===== config.mk =====
export PLATFORM = sky130hd
export DESIGN_NAME = serial_subtractor
export DESIGN_NICKNAME = d
export VERILOG_FILES = /design/src/rtl/serial_subtractor.sv
export SDC_FILE = /design/constraint.sdc
export NUM_CORES = 1
export LEC_CHECK = 0
export ABC_CLOCK_PERIOD_IN_PS = 1700
export CORE_MARGIN = 4
export CORE_UTILIZATION = 36
export DETAILED_ROUTE_END_ITERATION = 6
export GPL_TIMING_DRIVEN = 0
export PLACE_DENSITY = 0.56
export SLEW_MARGIN = 30
export SYNTH_ARGS = -nofsm -noshare
export SYNTH_HDL_FRONTEND = slang
export SYNTH_SLANG_ARGS = --single-unit
export TNS_END_PERCENT = 10

===== constraint.sdc =====
create_clock -name clk -period 1.7 [get_ports clk]
set_input_delay 0.17 -clock clk [delete_from_list [all_inputs] [get_ports clk]]
set_output_delay 0.17 -clock clk [all_outputs]
set_load 0.02 [all_outputs]

===== src/rtl/serial_subtractor.sv =====
// Bit-serial A - B - Bin engine: one borrow flip-flop, one bit per clock, LSB first.
// Optional signed-overflow flag output enabled by defining SERIAL_SUB_OVF_EN.
module serial_subtractor #(
    parameter int WIDTH = 4
) (
    input  logic             clk,
    input  logic             rst_n,
    input  logic             start,
    input  logic [WIDTH-1:0] A,
    input  logic [WIDTH-1:0] B,
    input  logic             Bin,
    output logic             busy,
    output logic             done,
    output logic [WIDTH-1:0] Diff,
    output logic             Bout
`ifdef SERIAL_SUB_OVF_EN
    ,
    output logic             ovf
`endif
);

    localparam int CW = (WIDTH > 2) ? $clog2(WIDTH) : 1;

    typedef enum logic [1:0] {
        IDLE = 2'd0,
        RUN  = 2'd1,
        DONE = 2'd2
    } state_t;

    state_t           state_reg, state_next;
    logic [WIDTH-1:0] a_reg, b_reg, res_reg, diff_reg;
    logic [CW-1:0]    cnt_reg;
    logic             br_reg, bout_reg;
    logic             accept, last_bit, bit_d, br_next;

    assign last_bit = (cnt_reg == CW'(WIDTH - 1));
    assign bit_d    = a_reg[0] ^ b_reg[0] ^ br_reg;
    assign br_next  = (~a_reg[0] & b_reg[0]) | (~(a_reg[0] ^ b_reg[0]) & br_reg);

    always_ff @(posedge clk or negedge rst_n) begin
        if (!rst_n) begin
            state_reg <= IDLE;
        end else begin
            state_reg <= state_next;
        end
    end

    always_comb begin
        state_next = state_reg;
        accept     = 1'b0;
        case (state_reg)
            IDLE: begin
                if (start) begin
                    accept     = 1'b1;
                    state_next = RUN;
                end
            end
            RUN: begin
                if (last_bit) begin
                    state_next = DONE;
                end
            end
            DONE: begin
                // A start in the DONE cycle chains the next operation with no idle gap.
                if (start) begin
                    accept     = 1'b1;
                    state_next = RUN;
                end else begin
                    state_next = IDLE;
                end
            end
            default: state_next = IDLE;
        endcase
    end

    always_ff @(posedge clk or negedge rst_n) begin
        if (!rst_n) begin
            a_reg    <= '0;
            b_reg    <= '0;
            res_reg  <= '0;
            br_reg   <= 1'b0;
            cnt_reg  <= '0;
            diff_reg <= '0;
            bout_reg <= 1'b0;
        end else if (accept) begin
            a_reg   <= A;
            b_reg   <= B;
            br_reg  <= Bin;
            cnt_reg <= '0;
            res_reg <= '0;
        end else if (state_reg == RUN) begin
            a_reg   <= a_reg >> 1;
            b_reg   <= b_reg >> 1;
            br_reg  <= br_next;
            res_reg <= {bit_d, res_reg[WIDTH-1:1]};
            cnt_reg <= cnt_reg + 1'b1;
            if (last_bit) begin
                diff_reg <= {bit_d, res_reg[WIDTH-1:1]};
                bout_reg <= br_next;
            end
        end
    end

`ifdef SERIAL_SUB_OVF_EN
    logic ovf_reg;

    // On the last bit, a_reg[0]/b_reg[0] are the latched sign bits and bit_d is the result sign.
    always_ff @(posedge clk or negedge rst_n) begin
        if (!rst_n) begin
            ovf_reg <= 1'b0;
        end else if (!accept && state_reg == RUN && last_bit) begin
            ovf_reg <= (a_reg[0] != b_reg[0]) && (bit_d != a_reg[0]);
        end
    end

    assign ovf = ovf_reg;
`endif

    assign busy = (state_reg == RUN);
    assign done = (state_reg == DONE);
    assign Diff = diff_reg;
    assign Bout = bout_reg;

endmodule


* Word-level counts from Yosys, hierarchy flattened
Index checks and enable logic that the tools add are counted.
Cells by class: bitwise logic cells 8, multiplexer cells 16, reduce and logical (&&, ||, !) cells 5, eq/ne operators 5, $add $sub $neg 1
Operators with widths (count):
- $mux W4 | 6
- $mux W2 | 4
- $pmux W2 S3 | 1
- $mux W1 | 5
- $eq A2 B2 Y1 const B | 2
- $not A1 Y1 | 3
- $reduce_and A3 Y1 | 1
- $add A2 B1 Y2 const B | 1
- $and A1 B1 Y1 | 2
- $eq A2 B1 Y1 const B | 1
- $logic_not A2 Y1 | 1
- $ne A2 B1 Y1 const B | 1
- $ne A2 B2 Y1 const B | 1
- $reduce_and A2 Y1 | 1
- $reduce_bool A2 Y1 | 1
- $reduce_or A2 Y1 | 1
- $xor A1 B1 Y1 | 2
- $or A1 B1 Y1 | 1
Storage, ports and cells: input bits 12, output and inout port bits 7, logic and storage cells 43, bits in registers 22

* Depth between registers and ports, before layout
word-level depth 6, mapped depth 5, depth with buffers taken out 5

* Worst setup path after synthesis
OpenSTA, ideal clock, no wires.
path kind register to register, from register a_reg[0], to register diff_reg[3], in the netlist Diff[3], data required time 1.575 ns, arrival 1.134 ns, clock period less this slack 1.259 ns, path buffers 0, cell stages (with the launch flop) 3, setup time 0.125 ns, slack 0.441 ns, path through dfrtp_1 -> fa_1 -> mux2_4
Between the ends: cells in the longest elaborated chain, start to end 2
RTL lines:
- start, declared | line 31 | logic [WIDTH-1:0] a_reg, b_reg, res_reg, diff_reg;
- start signal, assigned | line 92 | a_reg <= a_reg >> 1;
- $xor A1 B1 Y1 (2 in series) | line 37 | assign bit_d = a_reg[0] ^ b_reg[0] ^ br_reg;
- named net bit_d | line 34 | logic accept, last_bit, bit_d, br_next;
- end signal, assigned | line 98 | diff_reg <= {bit_d, res_reg[WIDTH-1:1]};
- end, declared | line 31
The timed path passes the listed nets, and every way through them passes these cells. A chain may end at the register's enable or synchronous reset.

* Worst setup path in the final report
from register state_reg[1], to output port busy
Between the ends: cells in the longest elaborated chain, start to end 1
RTL lines:
- start, declared | line 30 | state_t state_reg, state_next;
- start signal, assigned | line 44 | state_reg <= state_next;
- $eq A2 B1 Y1 | line 119 | assign busy = (state_reg == RUN);
- end, declared | line 12 | output logic busy,
No other way between the ends.

==> results by group <==
Place
  – Placed cell area: approximately 1200 sq um
  – RD Place Congestion: ~0.70
  – Pre-CTS setup slack: between 0.1 and 0.15 ns
  – Post-DP HPWL: ~1400 um
  – PortBufs: 18

Global route
  – GRT overflow: 0
  – GRT Util Overall: around an eighth
  – Vias in the first global route: approximately 690
  – Largest net degree at the start of global routing: 22
  – Initial antenna violation count: 0
  – Global-route wire length before repair: between 3000 and 4000 um

Detailed routing
  – Vias/cell: around 5
  – ANT nets after route: 0
  – Remaining routing DRC violations: 0
  – Detailed Routing Iterations Pass 1: 4
  – Detailed Route Iter0 Violations: 29
  – DR WL/cell: ~14 um
  – Detailed-route via count: approximately 670
  – Routed WL: around 1900 um

Critical path
  – Crit-path cells: nand2b_2 -> inv_2 -> dlygate4sd2_1
  – Max Fanout on Critical Path: 5
  – Worst R2R End: Diff[3]
  – Crit Path Class: flip-flop to output port
  – R2R cell count: 2
  – Crit-path slowest cell: dfrtp_1
  – Cell family with most CP delay: buffers and inverters
  – Bufs and invs on worst path: 2
  – Startpoint types: flip-flop
  – Crit. path cell count: 3
  – CP startpoint: state_reg[1]
  – Critical Path End Type: output port
  – Register-to-register setup slack: around 0.38 ns
  – CP required: roughly 1.5 ns
  – CP max stage delay: approximately 0.40 ns
  – Worst r2r src: a_reg[0]
  – CP arrival: about 1.4 ns
  – Worst setup endpoint: busy

Yosys
  – Synth top area share: a little over half
  – Predominant post-synthesis flop cell: dfrtp_1
  – Post-synthesis cell type count: 23
  – Area leader, netlist: dfrtp_1
  – FFs w/ async S/R, synth: 100%
  – Commonest cells post-synth: dfrtp_1 (21), a21oi_1 (8), a22o_1 (6), inv_1 (6), nor2b_1 (6)
  – Post-synthesis sequential area ratio: a little over half
  – Ys Warns: 0
  – Post-Syn Instances: 80
  – Synthesized flop and latch total: 21
  – Number of synthesized flops with an enable pin: 0
  – Top cells by area, synth: dfrtp_1 (53%), mux2_4 (7.5%), a22o_1 (5.3%)
  – Post-synthesis average cell area: 12.5 sq um
  – Synth Cell Area: 997 sq um
  – Count leader, synth: dfrtp_1
  – Syn Nets: 94

Clocking
  – TritonCTS Buffers: 3
  – H-tree depth: 1
  – Clock Latency Late Sink: around 0.30 ns
  – CTS tree: built
  – CTS clk-pin slew, worst paths: between 0.1 and 0.15 ns
  – Sink Count: 21
  – Clock root buffer: clkbuf_4
  – Longest Clk Path Bufs: 2
  – Post CTS Setup Buffer Count: 0

Layout
  – # diodes: 0
  – Area delta synth->final: 24.3%
  – # nets final: between 100 and 150
  – Fillers: 250
  – Final instance area: 1240 sq um
  – Fraction of layout cells with a size suffix above 1: between 10% and 20%

Pwr
  – Internal power: approximately 1.4 mW
  – Clock power share: between 10 and 15%
  – Cell area power density: approximately 1800 nW/um^2
  – Switching share of total power: 36.9%
  – VDD IR-drop max: between 0.9 and 1 mV
  – Reg power frac: about two fifths
  – NetSw: 0.818 mW
  – Tot Pwr: 2.22 mW
  – Logic pwr share: ~50%
  – LEAKAGE: approximately 0.58 nW

STA
  – RSZ-0062 raised after global routing: false
  – Peak Freq: roughly 0.65 GHz
  – Worst slew margin: between 60 and 70%
  – Final period util: 90.4%
  – Worst slew pin tran: 0.464 ns
  – Setup-failing EPs final: 0
  – Hold slack: between 0.3 and 0.4 ns
  – Post-layout minimum cycle time: ~1.5 ns
  – Final hold vios: 0
  – Sum Neg Setup Slack: 0 ns
  – Final Slew Violations: 0
  – Post-route clock skew: roughly 0.0038 ns
  – Final WS setup: between 0.15 and 0.2 ns

Floorplanning
  – Initial Util: just under 40%
  – Die Width: roughly 61 um
  – Core area: between 2000 and 3000 sq um
  – # rows: 18
  – Top Ports: 19
  – Die span in y: 60.6 um
  – Die area: 3680 sq um

Flow run
  – Max cap viols: 0

Min path
  – Hold crit path type: input port to async pin

Run status
  – Outcome: complete, no violations
[through the flow]
| step | utilization, % | std cells |
|---|---|---|
| after global placement | 47.3 | 128 |
| after floorplan | - | 80 |
| after CTS | 48.4 | 133 |
| after detailed placement | 47.1 | 128 |
| final | 48.3 | 133 |
| after global routing | 48.3 | 133 |
[worst register-to-register path: stages, from the launching register on]
cell,delay [ns]
dfrtp_1,0.43
fa_1,0.52
mux2_4,0.28
[timing repair]
item	in CTS	in global routing
hold buffers	1	0
resized for setup	2	2
gates cloned	0	0
hold endpoints to repair	21	0
endpoints found under the setup margin	2	1
[cells in the final DEF, fill, tap and decap left out]
cell type and count:
dfrtp_1 21, clkdlybuf4s50_1 15, a21oi_1 8, nor2b_1 6, inv_1 6, a22o_1 6
mux2_4 5, a211oi_1 4, buf_2 3, o22ai_1 3, mux2i_1 3, clkbuf_4 3
buf_6 2, mux2_1 2, o21ai_0 2, nand2b_2 1, inv_2 1, nor2_2 1
a21o_4 1, nand2b_1 1, nand3b_4 1, nor2_1 1, nand2_1 1, fa_1 1
ha_1 1, clkbuf_1 1, dlygate4sd3_1 1, dlygate4sd2_1 1, clkbuf_2 1
[how the worst min path moves through the flow]
stage	cells after the start	to	from	slack, ns
finish	2	cnt_reg[0]	rst_n	0.34
detailed placement	1	cnt_reg[0]	rst_n	0.16
CTS	2	Diff[1]	rst_n	0.36
floorplan	0	Bout	rst_n	-0.13
global placement	2	Bout	Bout	0.47
global route	2	Diff[1]	rst_n	0.37
[layer usage]
layer | vias up | GRT usage (%) | routed length [um]
met1 | 319 | 16.7 | 933
met4 | 0 | 4.64 | 13
met2 | 12 | 18.8 | 829
li1 | 334 | - | -
met5 | - | 0 | 0
met3 | 2 | 1.91 | 75
[cells by family (layout without fill, tap and decap cells)]
logic type               after synthesis  count (layout)  synth area share (%)
adder cells (fa/ha/maj)                2               2                  3.26
multiplexers                          10              10                  12.8
AND/OR/NAND/NOR                       12              12                  8.66
flip-flops                            21              21                  52.7
AO/OA/AOI/OAI                         24              24                  16.7
buffers and inverters                 11              34                  5.90
[area by class of cell]
class | instances | area (sq um) | area share (%)
buffer | 4 | 32.5 | 2.62
timing repair buffer | 19 | 179 | 14.4
multi-input combinational | 48 | 413 | 33.3
inverter | 7 | 26.3 | 2.12
sequential | 21 | 526 | 42.4
clock buffer | 4 | 26.3 | 2.12
tap | 30 | 37.5 | 3.03
[power groups by stage]
stage          Combinational [mW]  Sequential, mW  Clock [mW]
2_1_floorplan               0.750           0.916           0
3_5_place_dp                 1.14           0.876           0
4_1_cts                      1.13           0.865       0.255
3_3_place_gp                 1.12           0.873           0
6_report                     1.11           0.864       0.241
5_1_grt                      1.23           0.894       0.280
Power figures use the tool's default switching activity.
==> variant 1 (same settings) <==
`WIDTH`: 4 -> 8.
--- a/src/rtl/serial_subtractor.sv
+++ b/src/rtl/serial_subtractor.sv
@@ -1,7 +1,7 @@
 // Bit-serial A - B - Bin engine: one borrow flip-flop, one bit per clock, LSB first.
 // Optional signed-overflow flag output enabled by defining SERIAL_SUB_OVF_EN.
 module serial_subtractor #(
-    parameter int WIDTH = 4
+    parameter int WIDTH = 8
 ) (
     input  logic             clk,
     input  logic             rst_n,
Ports: changed (resized A, B and Diff); port bits go from 19 to 31. The function was not compared with the original's and may differ.
==> variant 1 against the original RTL <==
  * Hold slack lost 0.020 ns
  * Wire length grew 80%
  * Worst setup slack lost 0.11 ns
  * Sequential cell count grew 17
  * Area after synthesis grew 61%
  * Global-route usage grew 1.7 points
  * Register-to-register slack lost 0.29 ns
  * Critical path depth grew 1
  * Design area grew 67%
  * Highest routed layer unchanged
  * Core utilization grew 1.8 points
  * Total power grew 67%
  * Clock skew is essentially flat
  * Non-clock buffer count grew 16
==> variant 1: results (changes against the original RTL) <==
Run status
  – Status: complete, no violations

Yosys
  – Distinct cells, synth: 22 (-4.3%)
  – Synth top area cells: dfrtp_1 (59%), a22o_1 (6.0%), a21oi_1 (5.0%), mux2_1 (4.9%), o22ai_1 (4.7%)
  – Main synth FF type: dfrtp_1
  – Number of synthesis warnings: 0 (unchanged)
  – FFs w/ async S/R, synth: 1.000 (unchanged)
  – Syn Nets: 157 (+67%)
  – Register area share after synthesis: 0.5938 (+0.06677)
  – Top cells by count, synth: dfrtp_1 (38), a21oi_1 (16), inv_1 (15), o22ai_1 (12), a22o_1 (11)
  – Synthesized area per cell: 11.95 sq um (-4.1%)

Critical path
  – CP top delay family: buffers and inverters
  – CP max stage delay: 0.38 ns (-0.02 ns)
  – R2R Path End: Diff[7]
  – R2r setup slk: 0.09 ns (-0.29 ns)
  – CP arrival: 1.48 ns (+0.11 ns)
  – Crit Path Max Fanout: 10 (+5)
  – Reg-to-Reg Start: cnt_reg[0]
  – Slowest CP cell: dfrtp_1
  – Reg2reg path depth: 5 (+3)

CTS
  – Worst-path clk slew: 0.07 ns (-0.05 ns)
  – CTS root buffer: clkbuf_8
  – Clock Tree Buf Depth: 2 (unchanged)
  – H-tree Lvls: 2 (+1)
  – Clk Latency, worst-skew pair: 0.28 ns (-0.02 ns)
  – CTS buffer count: 5 (+2)

Place
  – Setup WS pre-CTS: -0.04489 ns (-0.1495 ns)
  – Hpwl dp: 2439 um (+81%)
  – PortBufs: 30 (+12)
  – DP Cell Count: 215 (+68%)
  – Placed Area: 1979 sq um (+64%)
  – Final GP Congestion: 0.7676 (+9.3%)

Finish
  – NumNets Final: 196 (+66%)
  – ANT cells: 0 (unchanged)
  – Share of cells above drive strength 1: 0.1272 (-0.05730)

Global routing
  – Vias in the first global route: 1252 (+83%)
  – First-pass GRT wire length: 5802 um (+79%)
  – Largest net degree at the start of global routing: 28 (+27%)
  – Initial antenna violation count: 0 (unchanged)
  – Total Routing Usage GR: 0.1369 (+0.01694)

STA
  – Layout Skew: 0.003764 ns (-0.00002256 ns)
  – Hold slack: 0.3162 ns (-0.02003 ns)
  – Slew headroom: 0.7826 (+0.09196)

Detailed routing
  – Routed wire length per instance: 14.92 um (+7.2%)
  – Final wirelength: 3327 um (+80%)
  – Via/cell ratio: 5.139 (+2.5%)
  – First-pass detailed-route iteration total: 4 (unchanged)
  – DR iter-0 viols: 51 (+76%)

Min path
  – Worst Hold Class: primary input to async pin

Power
  – Switching portion of total power: 0.3536 (-0.01568)
  – P_leak: 0.9659 nW (+66%)
  – VDD IR-drop max: 0.7416 mV (-25%)
## variant 1: power groups by stage
stage / registers, mW / clock network [mW] / logic (mW)
after floorplan: 1.65 / 0 / 0.917
after detailed placement: 1.61 / 0 / 1.56
after global placement: 1.58 / 0 / 1.51
after global routing: 1.64 / 0.626 / 1.75
final: 1.59 / 0.563 / 1.55
after CTS: 1.59 / 0.595 / 1.58
## variant 1: what timing repair did
item	4_1_cts	5_1_grt
hold endpoints to repair	11	0
resized for setup	6	4
setup endpoints to repair	2	9
setup buffers	0	0
hold buffers	1	0
## variant 1: area by class of cell
class | count | area [sq um]
plain buffers | 7 | 40.04
clock buffers | 7 | 76.32
fillers | 399 | 2068
inverters | 16 | 62.56
multi-input cells | 73 | 556.8
flip-flops and latches | 38 | 950.9
well taps | 50 | 62.56
repair buffers | 32 | 326.6
## variant 1: worst max path at each step
| stage | start | slack, ns | cells past startpoint | endpoint |
|---|---|---|---|---|
| final | state_reg[1] | 0.05 | 4 | busy |
| after global routing | state_reg[1] | -0.02 | 4 | busy |
| after CTS | cnt_reg[0] | 0.007 | 5 | Diff[7] |
| after detailed placement | state_reg[1] | -0.04 | 4 | busy |
| after global placement | rst_n | -0.42 | 1 | b_reg[3] |
| after floorplan | cnt_reg[0] | 0.22 | 5 | Diff[1] |
## variant 1: layer usage
layer  GRT usage  wire length (um)  vias up
met1      0.1769              1548      568
met5           0                 0        -
met4     0.04150                37        0
li1            -                 -      552
met2      0.2254              1609       22
met3     0.03738               131        4
## variant 1: kinds of logic after synthesis
family                     count (synthesis)  share of synthesized area
AOI/OAI and AO/OA                         45                     0.1820
DFF                                       38                     0.5937
buffers and inverters                     23                    0.06015
muxes                                     14                    0.09688
and+or+nand+nor                           11                    0.03906
adders and majority gates                  3                    0.02812
==> variant 2 (same settings) <==
Without the edit above. Re-encode `state_t` (3 states) as one-hot, 3 bits wide.
--- a/src/rtl/serial_subtractor.sv
+++ b/src/rtl/serial_subtractor.sv
@@ -21,10 +21,10 @@
 
     localparam int CW = (WIDTH > 2) ? $clog2(WIDTH) : 1;
 
-    typedef enum logic [1:0] {
-        IDLE = 2'd0,
-        RUN  = 2'd1,
-        DONE = 2'd2
+    typedef enum logic [2:0] {
+        IDLE = 3'b001,
+        RUN  = 3'b010,
+        DONE = 3'b100
     } state_t;
 
     state_t           state_reg, state_next;
Behaviour: same outputs for any inputs over 10 cycles, from zero or initial values and one cycle with rst_n low; not proved beyond that.
==> variant 2 against the original RTL <==
  * Design area is 3.2% higher
  * Register-to-register slack lost 0.30 ns
  * Critical path type is now register to register
  * Sequential power is 2% lower
  * Wire length shrank 12%
  * Total power down 13%
  * Critical path depth is 1 higher
  * Worst setup slack lost 0.082 ns
  * Sequential cell count grew 1
  * Area after synthesis up 2.1%
  * Synthesized cell count down 7.5%
  * Critical endpoint is now b_reg[2]
  * First-iteration DRC count decreased by 72%
  * Combinational power decreased by 28%
==> variant 2: results (changes against the original RTL) <==
Run status
  – Status: complete, no violations

Place
  – Final GP Congestion: 0.6563 (-6.6%)
  – Placed Area: 1232 sq um (+1.9%)
  – DP Cell Count: 123 (-3.9%)
  – Hpwl dp: 1218 um (-9.8%)

Detailed routing
  – DR iter-0 viols: 8 (-72%)
  – First-pass detailed-route iteration total: 2 (-2)
  – Via/cell ratio: 4.791 (-4.5%)
  – Via count: 618 (-7.3%)
  – Final wirelength: 1633 um (-12%)

Global routing
  – Met3 Track Usage GR: 0.01258 (-0.006570)
  – Vias in the first global route: 638 (-6.9%)
  – Largest net degree at the start of global routing: 23 (+4.5%)
  – Met1 Track Usage GR: 0.1493 (-0.01756)
  – Met2 GRT Util: 0.1586 (-0.02918)

Critical path
  – CP top delay family: multiplexers
  – CP arrival: 1.81 ns (+0.44 ns)
  – Critical path class: register to register
  – Reg2reg path depth: 4 (+2)
  – Reg-to-Reg Start: state_reg[2]
  – R2r setup slk: 0.08 ns (-0.30 ns)
  – Crit Path Max Fanout: 7 (+2)
  – R2R Path End: b_reg[2]
  – CP max stage delay: 0.46 ns (+0.06 ns)

Finish
  – Share of cells above drive strength 1: 0.3163 (+0.1319)
  – Non-clock buffers: 24 (+4.3%)
  – Invs w/o clock: 3 (-4)
  – Fillers: 241 (-3.6%)
  – Finished Core Util: 0.4682 (-0.01475)
  – NumNets Final: 113 (-4.2%)
  – Seq Cell Count: 22 (+4.8%)
  – Clk tree area frac: 0.02835 (+0.007157)
  – Area occupied by registers: 551.8 sq um (+5.0%)

STA
  – Layout Skew: 0.003850 ns (+0.00006376 ns)
  – Crit path time final: 1.619 ns (+0.08185 ns)
  – Slew headroom: 0.6823 (-0.008277)
  – Hold slack: 0.3517 ns (+0.01545 ns)

Yosys
  – Top cells by count, synth: dfrtp_1 (21), mux2_2 (18), nor2_1 (6), mux2i_1 (5), inv_1 (3)
  – Distinct cells, synth: 24 (+4.3%)
  – Register area share after synthesis: 0.5418 (+0.01479)
  – Gate Count Post-Synth: 74 (-7.5%)
  – Syn Nets: 88 (-6.4%)

CTS
  – Post-CTS sizing: 3 (+1)

Power
  – VDD IR-drop max: 0.6636 mV (-33%)
## variant 2: cell count changes after synthesis, moves of 4 or more
cell      before  now
a21oi_1        8    0
mux2_2         0   18
nor2b_1        6    1
nor2_1         1    6
a22o_1         6    0
a211oi_1       4    0
mux2_4         5    1
## variant 2: logic make-up after synthesis
| group | Yosys count | share of synthesized area |
|---|---|---|
| AOI/OAI and AO/OA | 1 | 0.004909 |
| and+or+nand+nor | 16 | 0.1032 |
| adders and majority gates | 2 | 0.03194 |
| buffers and inverters | 7 | 0.03808 |
| DFF | 22 | 0.5418 |
| xor gates and xnor gates | 2 | 0.01720 |
| muxes | 24 | 0.2629 |
## variant 2: power by group
part | total (mW) | switching [mW] | internal, mW
sequential | 0.850 | 0.120 | 0.730
clock | 0.274 | 0.144 | 0.130
combinational | 0.800 | 0.322 | 0.477
## variant 2: per-layer routing
metal,vias up,part of all wire
li1,303,-
met1,303,0.48
met5,-,0
met2,10,0.47
met3,2,0.044
met4,0,0.0080
